--- src/rtl/gps_sched_pkg.sv ---
// gps_sched_pkg: shared state type and sizing helpers for the
// GPS IQ readout scheduler (state enum, word width, NBITS/WPC).
package gps_sched_pkg;

   localparam int WORD_W = 16;
   localparam int NIBW   = $clog2(WORD_W + 1);

   typedef enum logic [1:0] {
      IDLE,
      GRANT,
      SHIFT,
      WRITE
   } state_t;

   // serial bits held by one channel's integrator snapshot
   function automatic int nbits_f(input int e1b, input int integ_bits);
      return ((e1b != 0) ? 12 : 6) * integ_bits;
   endfunction

   // 16-bit words needed per channel
   function automatic int wpc_f(input int nbits);
      return (nbits + WORD_W - 1) / WORD_W;
   endfunction

   // index width, never below one bit
   function automatic int cw_f(input int n);
      return (n > 1) ? $clog2(n) : 1;
   endfunction

endpackage

--- src/rtl/gps_rr_arb.sv ---
// gps_rr_arb: combinational round-robin pick of the first request at
// or after ptr. Ports: req, ptr in; one-hot gnt, binary idx, any out.
module gps_rr_arb
   import gps_sched_pkg::*;
#(
   parameter int N = 12,
   localparam int IW = cw_f(N)
) (
   input  logic [N-1:0]  req,
   input  logic [IW-1:0] ptr,
   output logic [N-1:0]  gnt,
   output logic [IW-1:0] idx,
   output logic          any
);

   int            k;
   logic [IW-1:0] kk;

   always_comb begin
      gnt = '0;
      idx = '0;
      any = 1'b0;
      k   = 0;
      kk  = '0;
      for (int i = 0; i < N; i++) begin
         // walk from ptr and wrap at N
         k = int'(ptr) + i;
         if (k >= N) k = k - N;
         kk = IW'(k);
         if (!any && req[kk]) begin
            any     = 1'b1;
            gnt[kk] = 1'b1;
            idx     = kk;
         end
      end
   end

endmodule

--- src/rtl/gps_iq_readout_sched.sv ---
// gps_iq_readout_sched: round-robin serial readout of DEMOD IQ snapshots.
// Ports: clk/rst; epoch,sout in / shift out per channel; wr_* word port
// (valid/ready); sticky done/ovr with clears; srq = |done.
module gps_iq_readout_sched
   import gps_sched_pkg::*;
#(
   parameter int NCHANS     = 12,
   parameter int INTEG_BITS = 20,
   parameter int E1B        = 0,
   localparam int NBITS = nbits_f(E1B, INTEG_BITS),
   localparam int WPC   = wpc_f(NBITS),
   localparam int AW    = cw_f(NCHANS * WPC)
) (
   input  logic              clk,
   input  logic              rst,
   input  logic [NCHANS-1:0] epoch,
   input  logic [NCHANS-1:0] sout,
   output logic [NCHANS-1:0] shift,
   output logic              wr_valid,
   input  logic              wr_ready,
   output logic [AW-1:0]     wr_addr,
   output logic [15:0]       wr_data,
   output logic              wr_last,
   output logic [NCHANS-1:0] done,
   input  logic [NCHANS-1:0] done_clr,
   output logic [NCHANS-1:0] ovr,
   input  logic [NCHANS-1:0] ovr_clr,
   output logic              srq
);

   localparam int IW  = cw_f(NCHANS);
   localparam int CW  = cw_f(NBITS + 1);
   localparam int WCW = cw_f(WPC);

   state_t state, state_n;

   logic [NCHANS-1:0] pending;
   logic [NCHANS-1:0] win_oh;
   logic [NCHANS-1:0] arb_gnt;
   logic [NCHANS-1:0] pend_clr;
   logic [NCHANS-1:0] done_set;
   logic [NCHANS-1:0] ovr_set;
   logic [NCHANS-1:0] active;
   logic [IW-1:0]     win;
   logic [IW-1:0]     ptr;
   logic [IW-1:0]     arb_idx;
   logic [IW-1:0]     ptr_nxt;
   logic              arb_any;

   logic [CW-1:0]     bitcnt;
   logic [WCW-1:0]    wcnt;
   logic [NIBW-1:0]   nib;
   logic [NIBW-1:0]   pad;
   logic [WORD_W-1:0] shreg;
   logic [WORD_W-1:0] shreg_nxt;

   logic sbit;
   logic last_bit;
   logic word_full;
   logic last_word;
   logic accept;

   gps_rr_arb #(
      .N (NCHANS)
   ) u_arb (
      .req (pending),
      .ptr (ptr),
      .gnt (arb_gnt),
      .idx (arb_idx),
      .any (arb_any)
   );

   assign ptr_nxt = (arb_idx == IW'(NCHANS - 1)) ? '0 : arb_idx + IW'(1);

   assign sbit      = |(sout & win_oh);
   assign shreg_nxt = {shreg[WORD_W-2:0], sbit};
   assign last_bit  = (bitcnt == CW'(NBITS - 1));
   assign word_full = (nib == NIBW'(WORD_W - 1));
   assign last_word = (bitcnt == CW'(NBITS));
   // bits still missing in the final word; shifting left by this
   // left-aligns a partial word and zero-fills the tail
   assign pad       = NIBW'(WORD_W - 1) - nib;

   assign accept = (state == WRITE) && wr_ready;

   // the granted channel counts as busy from GRANT until back in IDLE
   assign active  = (state != IDLE) ? win_oh : '0;
   assign ovr_set = epoch & (pending | active);

   assign shift    = (state == SHIFT) ? win_oh : '0;
   assign wr_valid = (state == WRITE);
   assign wr_last  = wr_valid && last_word;
   assign wr_addr  = AW'(win) * AW'(WPC) + AW'(wcnt);
   assign wr_data  = shreg;
   assign srq      = |done;

   always_comb begin
      state_n  = state;
      pend_clr = '0;
      done_set = '0;
      case (state)
         IDLE: begin
            if (arb_any) state_n = GRANT;
         end
         GRANT: begin
            pend_clr = win_oh;
            state_n  = SHIFT;
         end
         SHIFT: begin
            if (word_full || last_bit) state_n = WRITE;
         end
         WRITE: begin
            if (accept) begin
               if (last_word) begin
                  done_set = win_oh;
                  state_n  = IDLE;
               end else begin
                  state_n = SHIFT;
               end
            end
         end
         default: state_n = IDLE;
      endcase
   end

   always_ff @(posedge clk) begin
      if (rst) begin
         state <= IDLE;
      end else begin
         state <= state_n;
      end
   end

   always_ff @(posedge clk) begin
      if (rst) begin
         pending <= '0;
         done    <= '0;
         ovr     <= '0;
      end else begin
         // new epochs win over a same-cycle grant clear
         pending <= (pending & ~pend_clr) | epoch;
         done    <= (done & ~done_clr) | done_set;
         ovr     <= (ovr & ~ovr_clr) | ovr_set;
      end
   end

   always_ff @(posedge clk) begin
      if (rst) begin
         win    <= '0;
         win_oh <= '0;
         ptr    <= '0;
      end else if (state == IDLE && arb_any) begin
         win    <= arb_idx;
         win_oh <= arb_gnt;
         ptr    <= ptr_nxt;
      end
   end

   always_ff @(posedge clk) begin
      if (rst) begin
         bitcnt <= '0;
         wcnt   <= '0;
         nib    <= '0;
         shreg  <= '0;
      end else begin
         case (state)
            GRANT: begin
               bitcnt <= '0;
               wcnt   <= '0;
               nib    <= '0;
            end
            SHIFT: begin
               bitcnt <= bitcnt + CW'(1);
               nib    <= nib + NIBW'(1);
               if (word_full || last_bit) begin
                  shreg <= shreg_nxt << pad;
               end else begin
                  shreg <= shreg_nxt;
               end
            end
            WRITE: begin
               if (accept && !last_word) begin
                  wcnt <= wcnt + WCW'(1);
                  nib  <= '0;
               end
            end
            default: begin
            end
         endcase
      end
   end

endmodule
--- config.mk ---
export PLATFORM = sky130hd
export DESIGN_NAME = gps_iq_readout_sched
export DESIGN_NICKNAME = d
export VERILOG_FILES = /design/src/rtl/gps_sched_pkg.sv /design/src/rtl/gps_rr_arb.sv /design/src/rtl/gps_iq_readout_sched.sv
export SDC_FILE = /design/constraint.sdc
export NUM_CORES = 1
export LEC_CHECK = 0
export BUFFER_PORTS_ARGS = -buffer_cell sky130_fd_sc_hd__buf_2
export CAP_MARGIN = 10
export CORE_MARGIN = 1
export CORE_UTILIZATION = 53
export DETAILED_ROUTE_END_ITERATION = 8
export GPL_TIMING_DRIVEN = 1
export PLACE_DENSITY = 0.78
export SYNTH_ARGS = -nofsm -noshare
export SYNTH_HDL_FRONTEND = slang
export SYNTH_SLANG_ARGS = --single-unit
--- constraint.sdc ---
create_clock -name clk -period 5.4 [get_ports clk]
set_input_delay 1.08 -clock clk [delete_from_list [all_inputs] [get_ports clk]]
set_output_delay 1.08 -clock clk [all_outputs]
set_load 0.1 [all_outputs]
==> After elaboration in Yosys (flattened, before gate mapping) <==
Index checks and enable logic that the tools add are counted.
{ "op_classes": {"addsub": 29, "order_cmp": 36, "n_eq_ne": 11, "shifts": 1, "muxes": 114, "bitwise_logic": 23, "n_reduce_logical": 50} }
{ "ops": {"columns": ["operator", "count"], "rows": [
  ["two-way mux 12 bit", 18],
  ["OR 12 bit", 15],
  ["two-way mux 4 bit", 25],
  ["bitwise AND 12 bit", 5],
  ["less-than comparator 4 x 5 -> 1 bit (second input constant)", 12],
  [">= comparator 5 x 4 -> 1 bit (second input constant)", 11],
  ["binary-select mux 1 bit (select 4 bit)", 12],
  ["demux 1 bit (select 4 bit)", 12],
  [">= comparator 4 x 1 -> 1 bit (second input constant)", 12],
  ["subtractor 4 x 3 -> 4 bit (second input constant)", 11],
  ["two-way mux 1 bit", 36],
  ["NOT 12 bit", 3],
  ["logical AND 1 bit", 27],
  ["OR reduction 12 bit", 2],
  ["adder 4 x 3 -> 5 bit (second input constant)", 4],
  ["adder 4 x 4 -> 5 bit (second input constant)", 4],
  ["two-way mux 16 bit", 1],
  ["<< shifter 16 x 5 -> 16 bit", 1],
  ["case mux 5 bit (3 select lines)", 1],
  ["== test 7 bit (second input constant)", 2],
  ["case mux 7 bit (2 select lines)", 1],
  ["zero test 1 bit", 12],
  ["adder 4 x 2 -> 5 bit (second input constant)", 2],
  ["two-way mux 2 bit", 4],
  ["25 further kinds", 31]
]} }
{ "word_totals": {"regBits": 89, "in_bits": 51, "out_inout_bits": 62, "wordCells": 275} }

==> Logic depth before layout (Yosys ltp) <==
Gate-level depths: netlist (run 1).
{ "depth": {"depth_word": 40, "mapped_depth": 24, "mapped_depth_nobuf": 20} }

==> Hierarchy <==
A second synthesis (run 1) with hierarchy kept.
{ "hier_totals": {"cells_unflattened": 1005, "hier_area_um2": 7905.1} }
{ "modules_own_cells": {"columns": ["module", "n_inst", "cells_each", "area_per_inst_um2", "seq_area_each_um2"], "rows": [
  ["gps_iq_readout_sched", 1, 548, 4714.5, 1781.7],
  ["gps_rr_arb", 1, 457, 3190.6, 0.0]
]} }

==> Least setup slack after synthesis (run 1) <==
Ideal clock, no wire load.
{ "synth_timing": {"path_type": "register -> register", "startpoint": "register ptr[1]", "endpoint": "register ptr[3]", "setup_ns": 0.103, "arrival_ns": 5.026, "t_required_ns": 5.297, "setup_slack_ns": 0.270, "stages_incl_launch_ff": 23, "path_buffers": 5, "period_less_slack_ns": 5.130, "cell_sequence": "dfxtp_1 > buf_2 > buf_2 > inv_1 > ha_1 > buf_2 > xor2_2 > clkinv_1 > buf_2 > ha_1 > or3_1 > o31ai_1 > nor4_2 > or3_1 > clkbuf_2 > nor3b_1 > nand2_1 > a211o_1 > o21ai_0 > inv_1 > ha_1 > o211a_1 > a2111oi_2"} }
{ "synth_via": {"elab_chain_cells": 40, "word_cells_on_any_way": 121, "classes_between": "add/sub (24); order compare (12); eq/ne (1); mux (61); reduce/logical (23)"} }
{ "synth_lines": {"columns": ["item", "line", "rtl"], "rows": [
  ["start, declared", "gps_iq_readout_sched.sv:45", "logic [IW-1:0] ptr;"],
  ["start signal, assigned", "gps_iq_readout_sched.sv:155", "ptr <= ptr_nxt;"],
  ["parallel branches: the longest is 37 deep, another holds adder 4 x 1 -> 5 bit", null, null],
  ["two-way mux 4 bit *", "gps_rr_arb.sv:30", "if (!any && req[kk]) begin"],
  ["net arb_idx[1]", "gps_iq_readout_sched.sv:46", "logic [IW-1:0] arb_idx;"],
  ["adder 4 x 1 -> 4 bit / == test 4 bit (equally long branches)", "gps_iq_readout_sched.sv:73", "assign ptr_nxt = (arb_idx == IW'(NCHANS - 1)) ? '0 : arb_idx + IW'(1);"],
  ["two-way mux 4 bit *", "gps_iq_readout_sched.sv:73", null]
]} }
Mark *: on every way through the listed nets, which the timed path passes. The select of a mux whose other input is x is not followed.
A chain may end at the register's enable or synchronous reset.

==> Final worst setup path (run 1) <==
{ "layout_timing": {"startpoint": "register ptr[2]", "endpoint": "register ptr[3]"} }
The elaborated chain is that of the path after synthesis.

==> flow_summary.toml, run 1 <==
[layout]
register_area_um2 = 1780
fin_area_um2 = 8560
syn2layout_area_growth_pct = 16.0
fin_util_pct = 63.9
fill_cells = 1210
drive_above_1_share_pct = 20.8
layout_commonest_cell = "buf_2"
multi_input_area_um2 = 5240
mostFrequentLayoutCells = "112 x buf_2, 101 x nor2_1, 94 x a21oi_1"
final_nets = 1155
fin_cells = 1254
insertedDiodeCount = 0

[worst_setup_path]
critPathKind = "register to register"
crit_top_cell = "ha_1"
slowest_stage = "dfxtp_1"
cp-start-kind = "register"
cp_max_fo = 9
crit_buf_inv = 2
crit_family = "compound AO/OA/AOI/OAI gates"
critPathRequiredTime_ns = 5.64
slowest_delay_ns = 0.59
crit_arrival_ns = 5.45
crit_chain = "ha_1, a21oi_2, xnor2_1, inv_1, ha_1, or3_1, o31ai_1, nor4_2, or3_1, or2_2, o32a_1, o21ai_0, inv_1, ha_1, o211a_1, a2111oi_2"
endpoint_kind = "register"

[logic_synthesis]
avgSynthCellArea_um2 = 7.63
synth_seq_cells = 89
synth-async-reset-ratio_pct = 0
synth_top_area_share_pct = 24.1
synth_top_cells_by_area = "dfxtp_1 24%, a21oi_1 6.4%, ha_1 5.3%, nor2_1 5.1%, nand2_1 4.2%"
synth_top_area_cell = "dfxtp_1"
syn_area_um2 = 7380
ys_seq_area_share_pct = 24.1
yosys_warnings = 0
synthCells = 968
synth_nets = 1050
synth_ff_type = "dfxtp_1"
ys_types = 81
synth_edf_count = 0

[sta]
slew_violations = 0
worstMarginPinSlew_ns = 1.14
setup_slack_ns = 0.196
maxSlewHeadroom_pct = 23.1
skew_ns = 0.00751
hold_viol_final = 0
max_freq_ghz = 0.192
finalCritPeriodShare_pct = 96.4
fin_setup_tns_ns = 0
rsz0062_at_grt = "false"
finalSetupViolations = 0
period_needed_ns = 5.20
whs_ns = 0.455

[detailed_routing]
via_per_inst = 6.53
wl_per_cell_um = 19.8
drc = 3
routed-via-count = 8189
dr.pass1.iters = 9
initialDrtViolationCount = 1022
drt_wl_total_mm = 24.8
drtAntennaViolNets = 0

[die]
die_h_um = 120
rows = 42
die_w_um = 120
ios = 113
design.die.area_um2 = 14400
initial_core_util_pct = 55.1
coreArea_um2 = 13400

[place]
port_buffers = 112
placed_area_um2 = 8240
place_hpwl_mm = 18.3
pre_cts_ws_ns = 0.333
gp_congestion = 1.04
dp_cells = 1238

[global_route]
grt_util_met1_pct = 45.2
grt_overflow_total = 0
antenna_found_initial = 0
grt_pass1_wl_mm = 39.2
grt_usage_pct = 34.4
met2_usage_pct = 53.2
busiest_layer = "met2"
grt_max_degree = 45
grtUsageMet3_pct = 7.98
grt_pass1_vias = 7499

[clock_tree]
cts_setup_buffers = 0
cts-root-buf = "clkbuf_16"
cts_sinks = 89
htree_levels = 3
hold_buffers = 0
cts_buffers = 9
clk_pin_slew_ns = 0.07
insertion_delay_ns = 0.35
cts_tree = "done"
clockBufferDepth = 2

[run]
maxCapViolCount = 0

[power]
p_per_area_nw_per_um2 = 649
finalPower_mw = 5.55
power_leakage_nw = 3.54
irDropWorstVdd_mv = 0.287

[status]
violations = "design-rule violations"
status = "complete, but fails checks"

[hold_path]
min_path_type = "register to register"
-- flip-flops by register name, summed over array words and instances, names as in the netlist --
register,count
win_oh,12
pending,12
nib,5
wr_data,16
done,12
ovr,12
state,2
wcnt,3
win,4
bitcnt,7
ptr,4
-- kinds of logic after synthesis --
logic type               count (synthesis)  share of synthesized area [%]
multiplexers                            53                           9.68
AO/OA/AOI/OAI                          318                           29.2
flip-flops                              89                           24.1
adder cells (fa/ha/maj)                 31                           5.25
AND/OR/NAND/NOR                        369                           24.7
buffers and inverters                   95                           5.31
XOR/XNOR                                13                           1.64
-- synthesized netlist by cell type (5+ instances only) --
cell / n
mux2_2: 17
nand4_1: 6
mux4_2: 13
a311oi_1: 6
xor2_1: 5
xnor2_1: 7
a21oi_1: 94
nor2_1: 101
clkbuf_1: 39
nand2b_1: 26
or2_2: 7
a21o_1: 8
a211oi_1: 17
nor3_1: 20
nor2b_1: 34
buf_1: 6
nor4_1: 7
mux2i_1: 23
or3_1: 9
ha_1: 31
o21ai_0: 59
a22oi_1: 14
o211ai_1: 8
buf_2: 12
a211o_1: 9
o21a_1: 8
o31ai_1: 6
inv_1: 31
and3_1: 5
a222oi_1: 19
dfxtp_1: 89
and2_1: 18
nand2_1: 83
nand3_1: 35
a221oi_1: 12
-- worst reg2reg max path, delay by kind of cell (launching register included) --
kind | cells | cell delay (ns)
buffers and inverters | 2 | 0.34
and+or+nand+nor | 4 | 1.23
xor gates and xnor gates | 1 | 0.44
AOI/OAI and AO/OA | 6 | 1.43
adders and majority gates | 3 | 1.08
DFF | 1 | 0.59
-- cell type report --
cell class / instances / area share [%]
multi-input cells: 784 / 61.2
flip-flops and latches: 89 / 20.8
repair buffers: 155 / 10.5
clock buffers: 9 / 2.63
well taps: 176 / 2.57
inverters: 34 / 1.49
clock inverters: 7 / 0.833
-- final timing paths --
check         start     end  slack [ns]  depth (start not counted)
min reg2reg  win[3]  win[3]        0.46                          2
min          win[3]  win[3]        0.46                          2
max          ptr[2]  ptr[3]        0.20                         16
max reg2reg  ptr[2]  ptr[3]        0.20                         16
-- power breakdown --
part / internal, mW / switching, mW
clock network: 0.325 / 0.306
logic: 1.48 / 2.56
registers: 0.742 / 0.148
-- repair_timing --
item	in CTS	in global routing
hold endpoints to repair	0	0
setup endpoints to repair	0	5
gates resized for setup	0	4
-- layer usage --
metal	up-vias	routed length, µm
met1	3781	10400
met3	89	2440
met5	-	0
met4	0	1100
met2	502	10900
li1	3817	-
(Power assumes the default switching activity.)
==> run 2, diff against run 1 <==
--- a/config.mk
+++ b/config.mk
@@ -5,13 +5,15 @@
 export SDC_FILE = /design/constraint.sdc
 export NUM_CORES = 1
 export LEC_CHECK = 0
+export ABC_AREA = 1
 export BUFFER_PORTS_ARGS = -buffer_cell sky130_fd_sc_hd__buf_2
 export CAP_MARGIN = 10
 export CORE_MARGIN = 1
-export CORE_UTILIZATION = 53
+export CORE_UTILIZATION = 54
+export CTS_CLUSTER_DIAMETER = 200
 export DETAILED_ROUTE_END_ITERATION = 8
 export GPL_TIMING_DRIVEN = 1
-export PLACE_DENSITY = 0.78
+export PLACE_DENSITY = 0.79
 export SYNTH_ARGS = -nofsm -noshare
 export SYNTH_HDL_FRONTEND = slang
 export SYNTH_SLANG_ARGS = --single-unit
==> run 2 against run 1 <==
The run now ends clean. First-iteration DRC count rose by 10%. Die area rose by 6.2%. Clock skew fell by 0.0022 ns. Sequential share of layout area fell by 0.82 points. Routed wire length rose by 4.3%. Worst hold slack improved by 0.0052 ns. Power rose by 1.2%. Combinational power barely moved. Utilization fell by 2.3 points. Synthesized cell count rose by 35%. Design area rose by 4.1%. Maximum frequency rose by 19%. Highest routed layer unchanged.
==> flow_summary.toml, run 2 <==
[global_route]
grt_pass1_vias = 8059
grt_max_degree = 59
grt_overflow_total = 0
grt_pass1_wl_mm = 40.7
antenna_found_initial = 0
grt_usage_pct = 34.1

[clock_tree]
clk_pin_slew_ns = 0.06
hold_buffers = 0
insertion_delay_ns = 0.34
htree_levels = 3
post_cts_resized = 0
cts_sinks = 89
cts_tree = "done"
cts_setup_buffers = 0
cts_buffers = 9
cts-root-buf = "clkbuf_16"
clockBufferDepth = 2

[worst_setup_path]
cp-start-kind = "register"
cp_max_fo = 26
endpoint_kind = "register"
critPathKind = "register to register"
crit_arrival_ns = 4.59
critPathRequiredTime_ns = 5.61

[logic_synthesis]
synth_ff_type = "dfxtp_1"
synth_edf_count = 0
synth-async-reset-ratio_pct = 0
synth_top_area_share_pct = 22.3
syn_area_um2 = 8000
synthCells = 1309
synth_top_area_cell = "dfxtp_1"
synth_seq_cells = 89
synth_top_cells_by_area = "dfxtp_1 22%, nand2_1 15%, inv_1 8.3%, nand3_1 5.9%, o21ai_0 5.4%"
ys_seq_area_share_pct = 22.3
avgSynthCellArea_um2 = 6.11
synth.most_common_cell = "nand2_1"
synth_nets = 1391
yosys_warnings = 0
ys_types = 68
synth_common_cells = "326 x nand2_1, 176 x inv_1, 106 x nor2_1"

[layout]
layout_commonest_cell = "nand2_1"
register_area_um2 = 1780
syn2layout_area_growth_pct = 11.5
drive_above_1_share_pct = 16.7
mostFrequentLayoutCells = "326 x nand2_1, 176 x inv_1, 112 x buf_2"
fill_cells = 1398
insertedDiodeCount = 0
final_nets = 1475
fin_util_pct = 61.6
largest_reg_flops = 16
multi_input_area_um2 = 5210

[power]
combPwrFrac_pct = 71.6
power_leakage_nw = 4.32
p_seq_share_pct = 17.2
power_switching_mw = 3.44
p_int_mw = 2.18
p_clk_share_pct = 11.2
irDropWorstVdd_mv = 0.463
p_per_area_nw_per_um2 = 631
swShare_pct = 61.2

[die]
die_h_um = 124
die_w_um = 124
design.die.area_um2 = 15300
rows = 44
initial_core_util_pct = 55.2
coreArea_um2 = 14500
ios = 113

[sta]
slew_violations = 0
skew_ns = 0.00532
finalCritPeriodShare_pct = 81.0
rsz0062_at_grt = "false"
maxSlewHeadroom_pct = 32.7
period_needed_ns = 4.38
max_freq_ghz = 0.229
fin_setup_tns_ns = 0
finalSetupViolations = 0
hold_viol_final = 0
worstMarginPinSlew_ns = 1.01

[detailed_routing]
initialDrtViolationCount = 1125
drtAntennaViolNets = 0
drc = 0
routed-via-count = 9204
dr.pass1.iters = 7
drt_wl_total_mm = 25.9
wl_per_cell_um = 16.4
via_per_inst = 5.82

[place]
place_hpwl_mm = 19.9
gp_congestion = 1.07
port_buffers = 112

[hold_path]
min_path_type = "register to register"

[status]
status = "complete, no violations"

[run]
maxCapViolCount = 0
run 2: changes by cell type after synthesis, sizes merged, moves of 14 or more:
cell	change
nor3	+17
and2	-18
a31oi	+17
mux2	-17
nor2b	-34
inv	+163
a222oi	-19
mux2i	-20
nand2	+274
nand2b	-25
nand3	+69
nand4	+24
o21ai	+45
nor2	+14
run 2: through the flow:
stage | std cells | setup slack (ns) | instance area [µm²] | hold WS (ns) | power (mW)
after floorplan | 1309 | 1.61 | 8000 | 0.460 | 3.96
after global placement | 1566 | 1.17 | 8620 | 0.447 | 4.83
after detailed placement | 1566 | 1.12 | 8620 | 0.454 | 4.86
after CTS | 1582 | 1.12 | 8910 | 0.463 | 5.50
after global routing | 1582 | 0.640 | 8910 | 0.488 | 6.03
final | 1582 | 1.02 | 8910 | 0.461 | 5.62
run 2: area by class of cell:
cell class                      instances  area share [%]
Multi-Input combinational cell        971            58.4
Sequential cell                        89            20.0
Clock buffer                            9            2.53
Inverter                              200            8.55
Clock inverter                          7           0.786
Tap cell                              184            2.58
Timing Repair Buffer                  122            7.13
run 2: cell families (layout without fill, tap and decap cells):
| group | Yosys count | count (layout) | synth area share [%] |
|---|---|---|---|
| and+or+nand+nor | 660 | 660 | 38.9 |
| AOI/OAI and AO/OA | 272 | 272 | 19.9 |
| buffers and inverters | 249 | 338 | 12.6 |
| DFF | 89 | 89 | 22.3 |
| adders and majority gates | 31 | 31 | 4.85 |
| xor gates and xnor gates | 5 | 5 | 1.06 |
| muxes | 3 | 3 | 0.375 |
run 2: metal layers:
layer | wire, µm | vias up | track usage, %
li1 | - | 4508 | -
met1 | 10700 | 4139 | 43.3
met2 | 11900 | 472 | 55.9
met3 | 2040 | 85 | 5.17
met4 | 1220 | 0 | 17.3
met5 | 0 | - | 0
run 2: power groups by stage:
stage                     sequential [mW]  combinational (mW)  clock (mW)
after detailed placement            0.969                3.89           0
after global placement              0.970                3.86           0
final                               0.966                4.03       0.629
after CTS                           0.955                3.92       0.630
after floorplan                      1.03                2.94           0
after global routing                0.973                4.39       0.661
run 2: worst max-delay path, stage by stage, from the launching register on:
cell	delay, ns
dfxtp_1	0.31
inv_1	0.42
ha_1	0.32
buf_4	0.36
xor2_4	0.27
ha_1	0.20
nand2_1	0.05
nand3_1	0.12
nor2_1	0.07
o21ai_2	0.24
nand2_1	0.13
inv_2	0.12
nand2_1	0.09
nand3_4	0.17
nand4_2	0.14
nor2_4	0.18
nand4_1	0.15
nand2_2	0.29
inv_2	0.22
o21ai_0	0.29
a21oi_1	0.10
run 2: worst paths after layout:
| check | from | endpoint | depth (start not counted) | slack (ns) |
|---|---|---|---|---|
| max | ptr[1] | win[2] | 20 | 1.02 |
| min | ovr[10] | ovr[10] | 2 | 0.46 |
| max reg2reg | ptr[1] | win[2] | 20 | 1.02 |
| min reg2reg | ovr[10] | ovr[10] | 2 | 0.46 |
